--- config.mk ---
export PLATFORM = sky130hd
export DESIGN_NAME = inv_sbox_builder
export DESIGN_NICKNAME = d
export VERILOG_FILES = /design/src/rtl/inv_sbox_builder.sv
export SDC_FILE = /design/constraint.sdc
export NUM_CORES = 2
export LEC_CHECK = 0
export ABC_AREA = 0
export BUFFER_PORTS_ARGS = -buffer_cell sky130_fd_sc_hd__clkbuf_2
export CELL_PAD_IN_SITES_DETAIL_PLACEMENT = 0
export CELL_PAD_IN_SITES_GLOBAL_PLACEMENT = 1
export CORE_MARGIN = 1.5
export CORE_UTILIZATION = 55
export DETAILED_ROUTE_END_ITERATION = 10
export HOLD_SLACK_MARGIN = 0.03
export PLACE_DENSITY_LB_ADDON = 0.1
export RECOVER_POWER = 50
export SLEW_MARGIN = 30
export SYNTH_ARGS = -nofsm -noshare
export SYNTH_HDL_FRONTEND = slang
export SYNTH_SLANG_ARGS = --single-unit
--- constraint.sdc ---
create_clock -name clk -period 10.4 [get_ports clk]
set_clock_uncertainty 0.15 [all_clocks]
set_input_delay 2.08 -clock clk [delete_from_list [all_inputs] [get_ports clk]]
set_output_delay 2.08 -clock clk [all_outputs]
set_load 0.005 [all_outputs]
--- src/rtl/inv_sbox_builder.sv ---
// Builds the inverse of the forward chaotic S-box (inv[sbox[i]] = i), then serves registered lookups.
// Optional duplicate-entry detection is compiled in with `define INV_SBOX_CHECK_EN.
module inv_sbox_builder #(
    parameter int DW     = 8,
    parameter int RD_LAT = 1
) (
    input  logic          clk,
    input  logic          rst,
    input  logic          start,
    output logic          fw_rd_en,
    output logic [DW-1:0] fw_rd_addr,
    input  logic [DW-1:0] fw_rd_data,
    input  logic          lk_en,
    input  logic [DW-1:0] lk_addr,
    output logic [DW-1:0] lk_data,
    output logic          lk_valid,
    output logic          busy,
    output logic          done,
    output logic          err
);

    localparam int N   = 1 << DW;
    localparam int DCW = $clog2(RD_LAT + 1);
    localparam logic [DW:0] LAST = (DW + 1)'(N - 1);

    typedef enum logic [1:0] {
        S_IDLE,
        S_READ,
        S_DRAIN,
        S_DONE
    } state_t;

    state_t          state_q, state_d;
    logic [DW:0]     cnt_q, cnt_d;
    logic [DCW-1:0]  drain_q, drain_d;
    logic            rd_en_q, rd_en_d;
    logic            busy_q, busy_d;
    logic            done_q, done_d;
    logic [DW-1:0]   lk_data_q, lk_data_d;
    logic            lk_valid_q, lk_valid_d;

    logic [RD_LAT-1:0] en_pipe_q, en_pipe_d;
    logic [DW-1:0]     addr_pipe_q [RD_LAT];
    logic [DW-1:0]     addr_pipe_d [RD_LAT];

    logic            wr_en;
    logic [DW-1:0]   wr_val;
    logic [DW-1:0]   inv_mem_q [N];

    always_comb begin
        state_d = state_q;
        cnt_d   = cnt_q;
        drain_d = drain_q;
        rd_en_d = rd_en_q;
        busy_d  = busy_q;
        done_d  = done_q;
        case (state_q)
            S_IDLE, S_DONE: begin
                if (start) begin
                    state_d = S_READ;
                    cnt_d   = '0;
                    rd_en_d = 1'b1;
                    busy_d  = 1'b1;
                    done_d  = 1'b0;
                end
            end
            S_READ: begin
                cnt_d = cnt_q + (DW + 1)'(1);
                if (cnt_q == LAST) begin
                    state_d = S_DRAIN;
                    rd_en_d = 1'b0;
                    drain_d = '0;
                end
            end
            S_DRAIN: begin
                // One cycle beyond RD_LAT so the final write has landed before done rises
                if (drain_q == DCW'(RD_LAT)) begin
                    state_d = S_DONE;
                    busy_d  = 1'b0;
                    done_d  = 1'b1;
                end else begin
                    drain_d = drain_q + DCW'(1);
                end
            end
            default: state_d = S_IDLE;
        endcase
    end

    always_comb begin
        en_pipe_d[0]   = rd_en_q;
        addr_pipe_d[0] = cnt_q[DW-1:0];
        for (int i = 1; i < RD_LAT; i++) begin
            en_pipe_d[i]   = en_pipe_q[i-1];
            addr_pipe_d[i] = addr_pipe_q[i-1];
        end
        wr_en  = en_pipe_q[RD_LAT-1];
        wr_val = addr_pipe_q[RD_LAT-1];
    end

    always_comb begin
        lk_data_d  = lk_en ? inv_mem_q[lk_addr] : lk_data_q;
        lk_valid_d = lk_en & done_q;
    end

    always_ff @(posedge clk or negedge rst) begin
        if (!rst) begin
            state_q    <= S_IDLE;
            cnt_q      <= '0;
            drain_q    <= '0;
            rd_en_q    <= 1'b0;
            busy_q     <= 1'b0;
            done_q     <= 1'b0;
            lk_data_q  <= '0;
            lk_valid_q <= 1'b0;
            en_pipe_q  <= '0;
            for (int i = 0; i < RD_LAT; i++) begin
                addr_pipe_q[i] <= '0;
            end
        end else begin
            state_q    <= state_d;
            cnt_q      <= cnt_d;
            drain_q    <= drain_d;
            rd_en_q    <= rd_en_d;
            busy_q     <= busy_d;
            done_q     <= done_d;
            lk_data_q  <= lk_data_d;
            lk_valid_q <= lk_valid_d;
            en_pipe_q  <= en_pipe_d;
            for (int i = 0; i < RD_LAT; i++) begin
                addr_pipe_q[i] <= addr_pipe_d[i];
            end
        end
    end

    // Table contents are deliberately not reset; they are rebuilt in full on every start
    always_ff @(posedge clk) begin
        if (wr_en) begin
            inv_mem_q[fw_rd_data] <= wr_val;
        end
    end

`ifdef INV_SBOX_CHECK_EN
    logic          accept;
    logic [N-1:0]  seen_q, seen_d;
    logic          err_q, err_d;

    assign accept = start && ((state_q == S_IDLE) || (state_q == S_DONE));

    always_comb begin
        seen_d = seen_q;
        err_d  = err_q;
        if (accept) begin
            seen_d = '0;
            err_d  = 1'b0;
        end else if (wr_en) begin
            if (seen_q[fw_rd_data]) begin
                err_d = 1'b1;
            end
            seen_d[fw_rd_data] = 1'b1;
        end
    end

    always_ff @(posedge clk or negedge rst) begin
        if (!rst) begin
            seen_q <= '0;
            err_q  <= 1'b0;
        end else begin
            seen_q <= seen_d;
            err_q  <= err_d;
        end
    end

    assign err = err_q;
`else
    assign err = 1'b0;
`endif

    assign fw_rd_en   = rd_en_q;
    assign fw_rd_addr = cnt_q[DW-1:0];
    assign busy       = busy_q;
    assign done       = done_q;
    assign lk_data    = lk_data_q;
    assign lk_valid   = lk_valid_q;

endmodule

==> impl_metrics.ini <==
[placement]
hpwl_dp_mm = 128
cells_after_dpl = 5879
weighted_congestion_reported_at_the_end_of_routability_driven_placement = 0.855
pre_cts_ws_ps = 4150
place.port_buffers = 39

[synth]
cells_after_synthesis = 4084
mappedNetlistNets = 4109
average_footprint_of_a_synthesized_cell_um2 = 20.0
top_reg_cell_synth = sky130_fd_sc_hd__edfxtp_1
async_reset_ff_frac = 0.0159
ys.warnings.count = 0
yosysTopAreaCell = sky130_fd_sc_hd__edfxtp_1
synth.cells.most_frequent = sky130_fd_sc_hd__edfxtp_1, sky130_fd_sc_hd__mux2i_1, sky130_fd_sc_hd__mux4_2, sky130_fd_sc_hd__nor2_1, sky130_fd_sc_hd__o22ai_1
mappedNetlistArea_um2 = 81800
ys_seq_area_frac = 0.762
synth-edff-count = 2048
yosysMostFrequentCell = sky130_fd_sc_hd__edfxtp_1
synth_top_area_share = 0.752
post_synth_main_area_contributors = sky130_fd_sc_hd__edfxtp_1, sky130_fd_sc_hd__mux4_2, sky130_fd_sc_hd__mux2i_1, sky130_fd_sc_hd__mux4_1, sky130_fd_sc_hd__nor2_1
synth.ff_latch_count = 2081
post_synth_num_cell_types = 73

[global_route]
globalRoute.totalOverflow = 0
first_global_vias = 39800
global_route_wire_length_before_repair_mm = 298
grt_antenna_before_repair = 9
grt_max_degree = 209
track_usage = 0.279

[timing]
unrepaired_setup_endpoints_after_global_routing = no
final-max-slew-violation-count = 1371
slew_headroom = -2.18
finalCritPeriodShare = 0.672
worst_slack_ps = 3420
maxClockFrequency_ghz = 0.143
setup_violations = 0
timing.setup.tns_ps = 0
hold_viol_final = 0
worst_slew_pin_slew_ps = 4770
post-route-min-period_ps = 6980
finalHoldWorstSlack_ps = 307

[clock_tree]
ctsRootBufferMaster = sky130_fd_sc_hd__clkbuf_16
cts_tree = done
postCtsSetupRepairBufs = 0
cts_made_buffers = 205
cts-root-to-sink-buffers = 3
clock_sinks = 2081
cts.clk_slew.worst_paths_ps = 60
holdBufCountCts = 0
insertion_delay_ps = 820
htreeDepth = 4
cts_repair_resize_count = 0

[critical_path]
crit-reg2reg-launch = addr_pipe_q[4]
critPathLaunch = addr_pipe_q[4]
critical_path_peak_fanout = 76
timing.setup.critical_path_class = reg2reg
crit_path_end_kind = register
setup.worst_path.start_class = register
timing.critical_path.required_ps = 10370
crit_arrival_ps = 6960

[floorplan]
die-width_um = 389
ioPinCount = 41
die_area_um2 = 151000
placeableCoreArea_um2 = 148000
dieHeight_um = 389
initial_core_util = 0.554
row_count = 141

[drt]
drcViolationCount = 0
antenna_violating_nets_post_route = 0
wl_mm = 209
drt-initial-drc-count = 4606
detailedRoute.firstPassIterationCount = 6
routed_vias_inst = 6.51
wl_per_cell_um = 33.5
route.vias.total = 40700

[final_layout]
final_nets = 4188
fillCellCount = 10500
drive_above_1_share = 0.177
syn_to_final_growth_pct = 9.77
stdcell_count = 6257

[power_and_ir_drop]
p_leak_uw = 0.0305
cellPowerDensity_nw_per_um2 = 196
max-vdd-ir-drop_mv = 0.169

[status]
status = complete, but fails checks
violations_in_the_final_reports = capacitance limit, slew limit

[run]
timing.max_cap.violations = 20

[worst_hold_path]
hp-start = cnt_q[7]
min_path_type = reg2reg
## layout make-up
cell class	count	area (um2)	area share
Clock buffer	261	5460	0.0608
Inverter	12	47.5	0.000530
Multi-Input combinational cell	1732	17700	0.197
Tap cell	1930	2410	0.0269
Timing Repair Buffer	131	1020	0.0114
Antenna cell	3	7.51	0.0000836
Sequential cell	2081	62300	0.694
Clock inverter	107	763	0.00850
## logic make-up after synthesis
group	share of synthesized area
flops	0.762
mux	0.147
simple gates	0.0270
compound gates	0.0398
buf+inv	0.0229
fa+ha+maj	0.000765
xor+xnor	0.000214
other cells	0.0000459
## layer usage
layer,track usage,share of wire
met5,0,0.000038
met4,0.0912,0.034
met3,0.0470,0.076
met2,0.430,0.47
met1,0.411,0.42
## sequential cells by signal, summed over array words and instances (netlist names)
| name | count |
|---|---|
| state_q | 2 |
| cnt_q | 9 |
| fw_rd_en | 1 |
| drain_q | 1 |
| lk_data | 8 |
| en_pipe_q | 1 |
| lk_valid | 1 |
| done | 1 |
| busy | 1 |
| addr_pipe_q | 8 |
| inv_mem_q | 2048 |
## critical path, cell delays in order (launching register included)
cell and delay (ps):
sky130_fd_sc_hd__dfrtp_1 1450, sky130_fd_sc_hd__clkbuf_1 2050, sky130_fd_sc_hd__clkbuf_1 2510
## report_power, final
group	switching [uW]	internal (uW)
Combinational	766	266
Sequential	93.4	9510
Clock	3050	3910
## layout by cell type, fill, tap and decap left out, drive strengths merged, types with 30 or more instances in the layout
| cell | netlist | final |
|---|---|---|
| a211oi | 43 | 43 |
| a21oi | 50 | 50 |
| buf | 153 | 81 |
| clkbuf | 106 | 311 |
| clkinv | 0 | 82 |
| dfrtp | 33 | 33 |
| edfxtp | 2048 | 2048 |
| mux2 | 30 | 30 |
| mux2i | 397 | 397 |
| mux4 | 335 | 335 |
| nand2 | 87 | 87 |
| nand3 | 38 | 38 |
| nor2 | 273 | 273 |
| o21ai | 56 | 56 |
| o221ai | 74 | 74 |
| o22ai | 115 | 115 |
## final timing paths
kind,endpoint,slack [ps],cells after the start
worst max-delay path,inv_mem_q[173][4],3420,2
worst min-delay path,addr_pipe_q[7],310,0
worst max register to register,inv_mem_q[173][4],3420,2
worst min register to register,addr_pipe_q[7],310,0
max in group asynchronous,lk_data[7],7000,1
min in group asynchronous,state_q[0],1790,1
## metrics by stage
| step | util | total power [uW] | cell area [um2] |
|---|---|---|---|
| global placement | 0.565 | 10800 | 83400 |
| floorplan | - | 10400 | 81800 |
| global route | 0.608 | 18000 | 89800 |
| finish | 0.608 | 17600 | 89800 |
| detailed placement | 0.566 | 10800 | 83600 |
| CTS | 0.608 | 17700 | 89800 |
Note: power is estimated with default switching activity, not from simulation.
